### config.mk
export PLATFORM = sky130hd
export DESIGN_NAME = ama_riscv_fetch_dp_flat
export DESIGN_NICKNAME = d
export VERILOG_FILES = /design/src/rtl/ama_riscv_fetch_dp_if.sv /design/src/rtl/ama_riscv_fetch_dp.sv /design/src/flat_wrapper.sv
export SDC_FILE = /design/constraint.sdc
export NUM_CORES = 1
export LEC_CHECK = 0
export ABC_AREA = 1
export ABC_CLOCK_PERIOD_IN_PS = 1480
export CAP_MARGIN = 15
export CORE_UTILIZATION = 44
export CTS_CLUSTER_SIZE = 8
export DETAILED_ROUTE_END_ITERATION = 16
export PLACE_DENSITY = 0.77
export RECOVER_POWER = 50
export SLEW_MARGIN = 20
export SYNTH_ARGS = -nofsm -noshare
export SYNTH_HDL_FRONTEND = slang
export SYNTH_SLANG_ARGS = --single-unit
### constraint.sdc
create_clock -name clk -period 1.48 [get_ports clk]
set_clock_uncertainty 0.05 [all_clocks]
set_input_delay 0.37 -clock clk [delete_from_list [all_inputs] [get_ports clk]]
set_output_delay 0.37 -clock clk [all_outputs]
set_load 0.05 [all_outputs]
### src/rtl/ama_riscv_fetch_dp_if.sv
// ---------------------------------------------------------------------------
// ama_riscv_fetch_dp_if
// Instruction-memory request/response bundle between the fetch datapath,
// the fetch controller (which drives the valid/ready qualifiers) and imem.
//
// Signals:
//   imem_req_valid  request valid (driven by fe_ctrl)
//   imem_req_ready  imem accepts the request
//   imem_req_addr   request byte address (driven by the fetch datapath)
//   imem_rsp_valid  imem response valid
//   imem_rsp_ready  response ready (driven by fe_ctrl)
//   imem_rsp_data   fetched instruction word
//
// Modports:
//   master  fetch-datapath view (drives the address, observes everything else)
//   slave   memory/controller view
// ---------------------------------------------------------------------------
interface ama_riscv_fetch_dp_if;
  logic        imem_req_valid;
  logic        imem_req_ready;
  logic [31:0] imem_req_addr;
  logic        imem_rsp_valid;
  logic        imem_rsp_ready;
  logic [31:0] imem_rsp_data;

  modport master (
    input  imem_req_valid,
    input  imem_req_ready,
    output imem_req_addr,
    input  imem_rsp_valid,
    input  imem_rsp_ready,
    input  imem_rsp_data
  );

  modport slave (
    output imem_req_valid,
    output imem_req_ready,
    input  imem_req_addr,
    output imem_rsp_valid,
    output imem_rsp_ready,
    output imem_rsp_data
  );
endinterface

### src/rtl/ama_riscv_fetch_dp.sv
// ---------------------------------------------------------------------------
// ama_riscv_fetch_dp
// Fetch-stage datapath: PC register, single-outstanding imem request tracker
// (IDLE / WAIT / FLUSH), fetched-instruction register toward decode, bubble
// injection and a sticky protocol-error flag.
//
// Optional build macro:
//   FETCH_PERF_CNT_EN  adds 32-bit wrapping counters cnt_fetched (captured
//                      responses) and cnt_dropped (responses discarded in
//                      FLUSH) plus their output ports.
//
// Ports:
//   clk, rst_n      clock (rising edge), asynchronous active-low reset
//   pc_sel          00 hold, 01 PC+4, 10 alu_out, 11 hold
//   pc_we           PC register write enable
//   bubble_dec      present NOP_INST to decode this cycle
//   alu_out         branch/jump target from execute
//   imem            imem request/response bundle (master modport)
//   inst_dec        instruction to decode
//   pc_dec          PC of inst_dec
//   inst_dec_valid  inst_dec is a live, non-bubble instruction
//   cnt_fetched     (FETCH_PERF_CNT_EN only) captured responses
//   cnt_dropped     (FETCH_PERF_CNT_EN only) discarded stale responses
//   fetch_err       sticky protocol-error flag
// ---------------------------------------------------------------------------
module ama_riscv_fetch_dp #(
  parameter logic [31:0] RESET_VEC = 32'h0000_0000,
  parameter logic [31:0] NOP_INST  = 32'h0000_0013
) (
  input  logic                  clk,
  input  logic                  rst_n,
  input  logic [1:0]            pc_sel,
  input  logic                  pc_we,
  input  logic                  bubble_dec,
  input  logic [31:0]           alu_out,
  ama_riscv_fetch_dp_if.master  imem,
  output logic [31:0]           inst_dec,
  output logic [31:0]           pc_dec,
  output logic                  inst_dec_valid,
`ifdef FETCH_PERF_CNT_EN
  output logic [31:0]           cnt_fetched,
  output logic [31:0]           cnt_dropped,
`endif
  output logic                  fetch_err
);

  // Request-tracker states
  localparam logic [1:0] S_IDLE  = 2'b00;  // nothing outstanding
  localparam logic [1:0] S_WAIT  = 2'b01;  // one live request outstanding
  localparam logic [1:0] S_FLUSH = 2'b10;  // one stale request outstanding

  localparam logic [1:0] PC_SEL_INC = 2'b01;
  localparam logic [1:0] PC_SEL_ALU = 2'b10;

  logic [31:0] r_pc;
  logic [31:0] r_req_pc;
  logic [1:0]  r_state;
  logic [31:0] r_inst_q;
  logic [31:0] r_pc_q;
  logic        r_live_q;
  logic        r_fetch_err;

  logic        w_req_fire;
  logic        w_rsp_fire;
  logic        w_redirect;
  logic [31:0] w_pc_nxt;
  logic [1:0]  w_state_nxt;
  logic        w_capture;
  logic        w_drop;
  logic        w_err_set;

  assign w_req_fire = imem.imem_req_valid & imem.imem_req_ready;
  assign w_rsp_fire = imem.imem_rsp_valid & imem.imem_rsp_ready;
  assign w_redirect = pc_we & (pc_sel == PC_SEL_ALU);

  // Next PC. The 11 encoding is reserved and behaves as hold.
  always_comb begin
    // NOTE: every always_comb output gets a default first so no path can infer a latch.
    w_pc_nxt = r_pc;
    case (pc_sel)
      PC_SEL_INC: w_pc_nxt = r_pc + 32'd4;                 // wraps at 2^32
      PC_SEL_ALU: w_pc_nxt = {alu_out[31:1], 1'b0};        // JALR-style LSB clear
      default:    w_pc_nxt = r_pc;
    endcase
  end

  // Outstanding-request tracker
  always_comb begin
    w_state_nxt = r_state;
    w_capture   = 1'b0;
    w_drop      = 1'b0;
    w_err_set   = 1'b0;
    case (r_state)
      S_IDLE: begin
        // A response with nothing outstanding is a protocol error; it is dropped.
        if (w_rsp_fire) w_err_set = 1'b1;
        if (w_req_fire) w_state_nxt = S_WAIT;
      end
      S_WAIT: begin
        if (w_rsp_fire) begin
          // A redirect in the same cycle does not flush: this response belongs
          // to the stream fe_ctrl has already resolved.
          w_capture   = 1'b1;
          w_state_nxt = w_req_fire ? S_WAIT : S_IDLE;
        end else begin
          // Second request while one is still outstanding.
          if (w_req_fire) w_err_set = 1'b1;
          if (w_redirect) w_state_nxt = S_FLUSH;
        end
      end
      S_FLUSH: begin
        if (w_rsp_fire) begin
          w_drop      = 1'b1;
          w_state_nxt = w_req_fire ? S_WAIT : S_IDLE;
        end
      end
      default: w_state_nxt = S_IDLE;
    endcase
  end

  // NOTE: sequential state uses non-blocking assignments only, so every register samples pre-edge values.
  always_ff @(posedge clk or negedge rst_n) begin
    if (!rst_n) begin
      r_pc        <= RESET_VEC;
      r_req_pc    <= RESET_VEC;
      r_state     <= S_IDLE;
      r_inst_q    <= NOP_INST;
      r_pc_q      <= RESET_VEC;
      r_live_q    <= 1'b0;
      r_fetch_err <= 1'b0;
    end else begin
      if (pc_we)      r_pc     <= w_pc_nxt;
      if (w_req_fire) r_req_pc <= r_pc;
      r_state <= w_state_nxt;
      // Without a capture the decode-side registers hold, so a stall keeps the instruction.
      if (w_capture) begin
        r_inst_q <= imem.imem_rsp_data;
        r_pc_q   <= r_req_pc;
        r_live_q <= 1'b1;
      end
      if (w_err_set) r_fetch_err <= 1'b1;
    end
  end

`ifdef FETCH_PERF_CNT_EN
  logic [31:0] r_cnt_fetched;
  logic [31:0] r_cnt_dropped;

  always_ff @(posedge clk or negedge rst_n) begin
    if (!rst_n) begin
      r_cnt_fetched <= 32'd0;
      r_cnt_dropped <= 32'd0;
    end else begin
      if (w_capture) r_cnt_fetched <= r_cnt_fetched + 32'd1;
      if (w_drop)    r_cnt_dropped <= r_cnt_dropped + 32'd1;
    end
  end

  assign cnt_fetched = r_cnt_fetched;
  assign cnt_dropped = r_cnt_dropped;
`endif

  assign imem.imem_req_addr = r_pc;
  assign inst_dec           = bubble_dec ? NOP_INST : r_inst_q;
  assign pc_dec             = r_pc_q;
  assign inst_dec_valid     = r_live_q & ~bubble_dec;
  assign fetch_err          = r_fetch_err;

endmodule

### src/flat_wrapper.sv
// flat-port wrapper written by rule: the top's interface ports become plain ports
module ama_riscv_fetch_dp_flat 
#(
  parameter logic [31:0] RESET_VEC = 32'h0000_0000,
  parameter logic [31:0] NOP_INST  = 32'h0000_0013
)
  (clk, rst_n, pc_sel, pc_we, bubble_dec, alu_out, inst_dec, pc_dec, inst_dec_valid, fetch_err, imem_imem_req_valid, imem_imem_req_ready, imem_imem_req_addr, imem_imem_rsp_valid, imem_imem_rsp_ready, imem_imem_rsp_data);
  ama_riscv_fetch_dp_if imem_i ();
  input  logic clk;
  input  logic rst_n;
  input  logic [1:0] pc_sel;
  input  logic pc_we;
  input  logic bubble_dec;
  input  logic [31:0] alu_out;
  output logic [31:0] inst_dec;
  output logic [31:0] pc_dec;
  output logic inst_dec_valid;
  output logic fetch_err;
  input wire logic [$bits(imem_i.imem_req_valid)-1:0] imem_imem_req_valid;
  input wire logic [$bits(imem_i.imem_req_ready)-1:0] imem_imem_req_ready;
  output wire logic [$bits(imem_i.imem_req_addr)-1:0] imem_imem_req_addr;
  input wire logic [$bits(imem_i.imem_rsp_valid)-1:0] imem_imem_rsp_valid;
  input wire logic [$bits(imem_i.imem_rsp_ready)-1:0] imem_imem_rsp_ready;
  input wire logic [$bits(imem_i.imem_rsp_data)-1:0] imem_imem_rsp_data;
  assign imem_i.imem_req_valid = imem_imem_req_valid;
  assign imem_i.imem_req_ready = imem_imem_req_ready;
  assign imem_imem_req_addr = imem_i.imem_req_addr;
  assign imem_i.imem_rsp_valid = imem_imem_rsp_valid;
  assign imem_i.imem_rsp_ready = imem_imem_rsp_ready;
  assign imem_i.imem_rsp_data = imem_imem_rsp_data;
  ama_riscv_fetch_dp #(.RESET_VEC(RESET_VEC), .NOP_INST(NOP_INST)) u_core (.clk(clk), .rst_n(rst_n), .pc_sel(pc_sel), .pc_we(pc_we), .bubble_dec(bubble_dec), .alu_out(alu_out), .imem(imem_i), .inst_dec(inst_dec), .pc_dec(pc_dec), .inst_dec_valid(inst_dec_valid), .fetch_err(fetch_err));
endmodule
==> results of run 1 <==
==> kinds of logic (layout without fill, tap and decap cells) <==
| logic type | after synthesis | count (layout) | share of synthesized area |
|---|---|---|---|
| compound gates | 109 | 109 | 0.09012 |
| simple gates | 462 | 462 | 0.3015 |
| buf+inv | 123 | 406 | 0.08183 |
| fa+ha+maj | 2 | 2 | 0.004041 |
| flops | 129 | 129 | 0.5219 |
| other cells | 1 | 2 | 0.0006056 |
==> power breakdown <==
group	switching [W]	total, W	internal [W]
Clock	0.00158	0.00393	0.00235
Combinational	0.00625	0.0117	0.00542
Sequential	0.00114	0.00598	0.00484
Total	0.00897	0.0216	0.0126
==> area by class of cell <==
type	count	area, um2	area share
flip-flops and latches	129	3268	0.2943
inverters	87	334.1	0.03008
clock buffers	19	442.9	0.03989
multi-input cells	575	2943	0.2650
repair inverters	1	7.507	0.0006761
well taps	176	220.2	0.01983
clock inverters	13	113.9	0.01025
repair buffers	286	3775	0.3399
==> through the flow <==
stage | utilization | total power (W)
after floorplan | - | 0.01051
after CTS | 0.8022 | 0.02096
final | 0.8222 | 0.02158
after global routing | 0.8222 | 0.02246
after global placement | 0.7079 | 0.01579
after detailed placement | 0.7079 | 0.01599
==> cells in the mapped netlist, drive strengths merged (4+ instances only) <==
cell type | n | share of area
clkbuf | 20 | 0.012
nand2 | 313 | 0.19
nor3 | 4 | 0.0032
nand3 | 34 | 0.027
inv | 87 | 0.053
a21oi | 15 | 0.012
nor2 | 104 | 0.072
or2 | 4 | 0.0040
o22ai | 4 | 0.0040
buf | 16 | 0.017
o21ai | 88 | 0.071
dfrtp | 126 | 0.51
==> how the worst max path moves through the flow <==
stage | start | to | cells past startpoint
6_report | u_core.imem.imem_req_addr[3]$_DFFE_PN0P_ | u_core.imem.imem_req_addr[8]$_DFFE_PN0P_ | 9
5_1_grt | u_core.imem.imem_req_addr[3]$_DFFE_PN0P_ | u_core.imem.imem_req_addr[8]$_DFFE_PN0P_ | 9
4_1_cts | u_core.r_inst_q[0]$_DFFE_PN1P_ | inst_dec[0] | 2
3_5_place_dp | pc_sel[0] | u_core.imem.imem_req_addr[19]$_DFFE_PN0P_ | 9
3_3_place_gp | pc_sel[0] | u_core.imem.imem_req_addr[16]$_DFFE_PN0P_ | 9
2_1_floorplan | bubble_dec | inst_dec[10] | 2
==> what timing repair did <==
item / in CTS / in global routing
pin swaps: 25 / 48
setup endpoints to repair: 86 / 85
hold endpoints to repair: 19 / 0
hold buffers: 1 / 0
setup buffers: 34 / 23
resized for setup: 141 / 50
gates cloned: 5 / 0
==> critical path: stages, from the launching register on <==
cell	delay (ns)
sky130_fd_sc_hd__dfrtp_2	0.40
sky130_fd_sc_hd__ha_4	0.15
sky130_fd_sc_hd__nand2_4	0.06
sky130_fd_sc_hd__nor2_4	0.20
sky130_fd_sc_hd__nand2_4	0.11
sky130_fd_sc_hd__buf_4	0.15
sky130_fd_sc_hd__buf_4	0.12
sky130_fd_sc_hd__a21oi_1	0.19
sky130_fd_sc_hd__o21ai_1	0.12
sky130_fd_sc_hd__inv_1	0.07
==> sequential cells by signal (all words and copies together) (netlist names) <==
signal and flops:
u_core.r_inst_q 32, u_core.imem.imem_req_addr 31, u_core.pc_dec 31, u_core.r_req_pc 31, u_core.r_state 2, u_core.fetch_err 1
u_core.r_live_q 1
==> routing by layer <==
metal,routed length (um),vias to the layer above
li1,-,3110
met1,8388,3136
met2,10470,319
met3,1496,48
met4,563,0
met5,0,-
==> cell usage in the layout (no fill, tap or decap), types with 7 or more instances in the layout <==
cell | synthesis | routed
sky130_fd_sc_hd__a21oi_1 | 15 | 11
sky130_fd_sc_hd__buf_12 | 0 | 104
sky130_fd_sc_hd__buf_4 | 10 | 75
sky130_fd_sc_hd__buf_6 | 0 | 31
sky130_fd_sc_hd__clkbuf_16 | 0 | 17
sky130_fd_sc_hd__clkdlybuf4s50_1 | 0 | 68
sky130_fd_sc_hd__dfrtp_1 | 126 | 97
sky130_fd_sc_hd__dfrtp_2 | 0 | 29
sky130_fd_sc_hd__inv_1 | 83 | 51
sky130_fd_sc_hd__inv_2 | 4 | 34
sky130_fd_sc_hd__nand2_1 | 308 | 297
sky130_fd_sc_hd__nand2_2 | 5 | 9
sky130_fd_sc_hd__nand2_4 | 0 | 7
sky130_fd_sc_hd__nand3_1 | 34 | 27
sky130_fd_sc_hd__nand3_2 | 0 | 7
sky130_fd_sc_hd__nor2_1 | 92 | 46
sky130_fd_sc_hd__nor2_2 | 7 | 14
sky130_fd_sc_hd__nor2_4 | 5 | 44
sky130_fd_sc_hd__o21ai_0 | 50 | 44
sky130_fd_sc_hd__o21ai_1 | 38 | 39
==> flow_metrics.py, run 1 <==
metrics = {
    "placement": {
        "gp_routability_congestion": 0.9545,
        "hpwlAfterDp_mm": 12.85,
        "placement.io_buffers": 168,
        "place_inst": 1196,
        "placed_cell_area_mm2": 0.009560,
        "dp_slack_ns": -0.5241,
    },
    "cts": {
        "cts_htree_levels": 4,
        "cts.sinks": 129,
        "clk_transition_reported_paths_ns": 0.06,
        "clock-root-buffer": "sky130_fd_sc_hd__clkbuf_16",
        "clk-insertion-delay-late_ns": 0.41,
        "cts_tree": "done",
        "max-clock-path-buffers": 2,
        "cts_inserted_buffers": 17,
    },
    "layout": {
        "post-route-cell-area_mm2": 0.01110,
        "antennaDiodeCount": 0,
        "area_delta_synth_final_pct": 79.33,
        "drive_gt1_frac": 0.3721,
        "nNetsFinal": 1173,
        "layout.filler_cells": 763,
        "instances_no_fill": 1286,
    },
    "sta": {
        "fin_crit_sh": 1.141,
        "hold_slack_ns": 0.4156,
        "timing.fmax_ghz": 0.5924,
        "setup_total_negative_slack_ns": -2.723,
        "final_critical_path_setup_slack_ns": -0.2080,
        "maxSlewViolCount": 0,
        "rsz0062_at_grt": "true",
        "final.min_clock_period_ns": 1.688,
        "finalHoldViolations": 0,
        "setup_viol": 47,
        "worstMarginPinSlew_ns": 0.5829,
        "worst_slew_margin_rel": 0.6114,
    },
    "grt": {
        "groute.layer.met3.usage": 0.06321,
        "antenna_found_initial": 0,
        "grt_busiest_layer": "met2",
        "globalRoute.totalOverflow": 0,
        "global_route_wire_length_before_repair_mm": 31.26,
        "grt_start_max_net_pins": 62,
        "globalRouteTotalUtil": 0.2777,
        "globalRouteMet2Util": 0.4720,
        "grt_util_met1": 0.3461,
        "grt_pass1_vias": 6311,
    },
    "routing": {
        "wire_per_inst_um": 16.27,
        "via_count": 6613,
        "drtAntennaViolNets": 0,
        "drt_iter0_drc": 557,
        "detail_route.vias_per_cell": 5.142,
        "firstDrtPassIters": 5,
        "detail_route.drc_violations": 0,
        "postRouteWirelength_mm": 20.92,
    },
    "die": {
        "floorplan.initialDensity": 0.4585,
        "num_io_pins": 172,
        "coreArea_mm2": 0.01351,
        "die_h_um": 120.6,
        "die-width_um": 120.6,
        "die_area_mm2": 0.01455,
        "fp-row-count": 42,
    },
    "critical_path": {
        "cp.arrival_ns": 1.98,
        "critical_path_required_ns": 1.77,
        "critical_path.reg2reg.startpoint": "u_core.imem.imem_req_addr[3]$_DFFE_PN0P_",
        "r2r_cells": 9,
        "critPathKind": "flop to flop",
        "worst-path-max-fanout": 5,
        "critical_path.reg2reg.endpoint": "u_core.imem.imem_req_addr[8]$_DFFE_PN0P_",
        "sort_of_element_at_the_start_of_the_critical_path": "flop",
        "critPathCaptureType": "flop",
        "internal_reg_to_reg_setup_slack_ns": -0.21,
    },
    "power": {
        "power_per_cell_area_mw_per_mm2": 1943,
        "p_leak_nw": 5.217,
        "worst_ir_drop_vdd_v": 0.001356,
    },
    "hold_path": {
        "worstHoldPathCells": 2,
        "worst_hold_path.endpoint": "u_core.r_inst_q[4]$_DFFE_PN1P_",
        "worst_hold_startpoint": "u_core.r_inst_q[4]$_DFFE_PN1P_",
        "hold_path_class": "flop to flop",
    },
    "status": {
        "status": "finished with violations",
        "violations_in_the_final_reports": "negative setup slack",
    },
    "synthesis": {
        "yosysWarnings": 0,
        "post_synth_inst_count": 826,
        "ys.flop_type": "sky130_fd_sc_hd__dfrtp_1",
        "syn-mean-instance-area_um2": 7.497,
        "post_synth_instance_area_mm2": 0.006192,
        "ys_seq_elements": 129,
        "synth-edff-count": 0,
        "synth.distinct_cells": 24,
        "synth-async-reset-ratio": 1.000,
        "seq_total_area_yosys": 0.5219,
    },
    "flow_run": {
        "timing.max_cap.violations": 0,
    },
}
Note: power is estimated with default switching activity, not from simulation.
==> inputs of run 2 (changes only) <==
==> constraint.sdc (replaced) <==
create_clock -name clk -period 1.48 [get_ports clk]
set_clock_uncertainty 0.05 [all_clocks]
set_input_delay 0.296 -clock clk [delete_from_list [all_inputs] [get_ports clk]]
set_output_delay 0.296 -clock clk [all_outputs]
set_load 0.05 [all_outputs]
==> flow_metrics.py, run 2 (synthesis results as in run 1) <==
metrics = {
    "status": {
        "status": "finished with violations",
        "violations_in_the_final_reports": "negative setup slack",
    },
    "sta": {
        "setup_viol": 39,
        "rsz0062_at_grt": "true",
        "timing.fmax_ghz": 0.6192,
        "final_critical_path_setup_slack_ns": -0.1350,
        "maxSlewViolCount": 0,
        "finalHoldViolations": 0,
        "worstMarginPinSlew_ns": 0.6431,
        "fin_crit_sh": 1.091,
        "worst_slew_margin_rel": 0.5713,
        "final.min_clock_period_ns": 1.615,
    },
    "die": {
        "num_io_pins": 172,
        "coreArea_mm2": 0.01351,
        "floorplan.initialDensity": 0.4585,
        "fp-row-count": 42,
        "die-width_um": 120.6,
        "die_h_um": 120.6,
        "die_area_mm2": 0.01455,
    },
    "layout": {
        "nNetsFinal": 1144,
        "largest_register_ffs": 32,
        "multi_input_comb_area_mm2": 0.002720,
        "most-common-layout-cells": "sky130_fd_sc_hd__nand2_1 (304), sky130_fd_sc_hd__dfrtp_1 (100), sky130_fd_sc_hd__inv_1 (80)",
        "seqCellArea_mm2": 0.003264,
        "antennaDiodeCount": 0,
        "post-route-cell-area_mm2": 0.01029,
        "area_delta_synth_final_pct": 66.19,
        "drive_gt1_frac": 0.3016,
        "layout.filler_cells": 926,
        "registers.top_by_ff_count": "u_core.r_inst_q",
        "leading_cell_type_in_the_layout_fill_and_taps_excluded": "sky130_fd_sc_hd__nand2_1",
    },
    "hold_path": {
        "hold_path_class": "input pin to flop",
        "worst_hold_startpoint": "imem_imem_rsp_data[0]",
        "worstHoldPathCells": 3,
        "worst_hold_path.endpoint": "u_core.r_inst_q[0]$_DFFE_PN1P_",
    },
    "cts": {
        "clock-root-buffer": "sky130_fd_sc_hd__clkbuf_16",
        "cts_htree_levels": 4,
        "cts.sinks": 129,
        "cts_tree": "done",
        "cts_inserted_buffers": 17,
        "clk_transition_reported_paths_ns": 0.06,
        "max-clock-path-buffers": 2,
        "clk-insertion-delay-late_ns": 0.42,
    },
    "power": {
        "power_per_cell_area_mw_per_mm2": 1978,
        "p_leak_nw": 4.989,
        "worst_ir_drop_vdd_v": 0.001077,
    },
    "routing": {
        "drtAntennaViolNets": 0,
        "detail_route.drc_violations": 0,
        "drt_iter0_drc": 615,
        "wire_per_inst_um": 15.04,
        "firstDrtPassIters": 5,
        "via_count": 6389,
        "detail_route.vias_per_cell": 5.083,
        "postRouteWirelength_mm": 18.90,
    },
    "placement": {
        "dp_slack_ns": -0.4151,
        "hpwlAfterDp_mm": 12.59,
        "placement.io_buffers": 168,
        "placed_cell_area_mm2": 0.009286,
        "gp_routability_congestion": 0.9030,
    },
    "critical_path": {
        "internal_reg_to_reg_setup_slack_ns": -0.14,
        "r2r_cells": 9,
        "critical_path.reg2reg.startpoint": "u_core.imem.imem_req_addr[2]$_DFFE_PN0P_",
        "critical_path_required_ns": 1.13,
        "critical-path-top-cell-by-count": "sky130_fd_sc_hd__buf_4",
        "critPathCaptureType": "output pin",
        "critPathKind": "flop to output pin",
        "path_cells": "buf_4 > buf_4 > buf_12",
        "sort_of_element_at_the_start_of_the_critical_path": "flop",
        "critical_path.reg2reg.endpoint": "u_core.imem.imem_req_addr[12]$_DFFE_PN0P_",
        "worst_path_max_delay_cell": "sky130_fd_sc_hd__dfrtp_2",
        "cp.arrival_ns": 1.27,
        "worst-path-max-fanout": 3,
        "crit_path_max_incr_delay_ns": 0.43,
    },
    "grt": {
        "grt_pass1_vias": 5941,
        "global_route_wire_length_before_repair_mm": 29.12,
        "grt_start_max_net_pins": 60,
        "globalRouteTotalUtil": 0.2583,
        "antenna_found_initial": 0,
        "globalRoute.totalOverflow": 0,
    },
    "flow_run": {
        "timing.max_cap.violations": 0,
    },
}
-- run 2: changes by cell type in the layout (fill, tap and decap cells not counted), moves of 4 or more --
| cell | previous run | this run |
|---|---|---|
| sky130_fd_sc_hd__clkbuf_1 | 1 | 5 |
| sky130_fd_sc_hd__buf_12 | 104 | 73 |
| sky130_fd_sc_hd__inv_2 | 34 | 5 |
| sky130_fd_sc_hd__nand2_1 | 297 | 304 |
| sky130_fd_sc_hd__nor2_4 | 44 | 11 |
| sky130_fd_sc_hd__nor2_2 | 14 | 35 |
| sky130_fd_sc_hd__nand2_2 | 9 | 4 |
| sky130_fd_sc_hd__o21ai_1 | 39 | 43 |
| sky130_fd_sc_hd__inv_1 | 51 | 80 |
| sky130_fd_sc_hd__nor2_1 | 46 | 58 |
-- run 2: through the flow --
stage	power, W	hold WS [ns]	util	std cells	setup TNS [ns]
final	0.02035	0.3343	0.7620	1257	-2.302
after global routing	0.02128	0.3476	0.7620	1257	-4.391
after CTS	0.02016	0.3224	0.7498	1249	-1.307
after detailed placement	0.01550	0.2898	0.6876	1201	-20.96
after global placement	0.01533	0.2951	0.6876	1201	-19.36
after floorplan	0.01059	-0.04959	-	827	-1.009
-- run 2: timing repair --
item	4_1_cts	5_1_grt
setup buffers	15	8
hold buffers	1	0
cloned	0	1
endpoints found under the setup margin	42	58
endpoints found under the hold margin	126	0
gates resized for setup	30	40
pin swaps	10	10
-- run 2: final cells by class --
| class | count | area share |
|---|---|---|
| clock inverter | 10 | 0.01289 |
| tap | 176 | 0.02140 |
| inverter | 87 | 0.03246 |
| clock buffer | 22 | 0.04608 |
| multi-input combinational | 575 | 0.2643 |
| sequential | 129 | 0.3172 |
| timing repair buffer | 258 | 0.3057 |
-- run 2: how the worst max path moves through the flow --
stage / start / to / slack, ns / cells past startpoint
2_1_floorplan: u_core.imem.imem_req_addr[2]$_DFFE_PN0P_ / u_core.imem.imem_req_addr[28]$_DFFE_PN0P_ / -0.13 / 10
3_3_place_gp: pc_sel[0] / u_core.imem.imem_req_addr[27]$_DFFE_PN0P_ / -0.38 / 9
3_5_place_dp: pc_sel[0] / u_core.imem.imem_req_addr[5]$_DFFE_PN0P_ / -0.42 / 9
4_1_cts: u_core.imem.imem_req_addr[2]$_DFFE_PN0P_ / u_core.imem.imem_req_addr[20]$_DFFE_PN0P_ / -0.1 / 10
5_1_grt: u_core.imem.imem_req_addr[11]$_DFFE_PN0P_ / u_core.imem.imem_req_addr[20]$_DFFE_PN0P_ / -0.20 / 9
6_report: u_core.imem.imem_req_addr[2]$_DFFE_PN0P_ / imem_imem_req_addr[2] / -0.14 / 3
-- run 2: report_power, final --
| part | internal, W | total (W) | switching [W] |
|---|---|---|---|
| sequential | 0.00483 | 0.00582 | 0.000990 |
| combinational | 0.00447 | 0.0102 | 0.00576 |
| clock | 0.00277 | 0.00429 | 0.00153 |
| total | 0.0121 | 0.0204 | 0.00828 |
-- run 2: worst max-delay path: cells and delay by family, from the launching register on --
family	cells	cell delay, ns
buffers and inverters	3	0.42
DFF	1	0.43
-- run 2: routing by layer --
metal | up-vias | wire, um | global-route usage
li1 | 3033 | - | -
met3 | 36 | 1324 | 0.04481
met4 | 0 | 430 | 0.1096
met5 | - | 0 | 0
met1 | 3029 | 7928 | 0.3444
met2 | 291 | 9218 | 0.4156
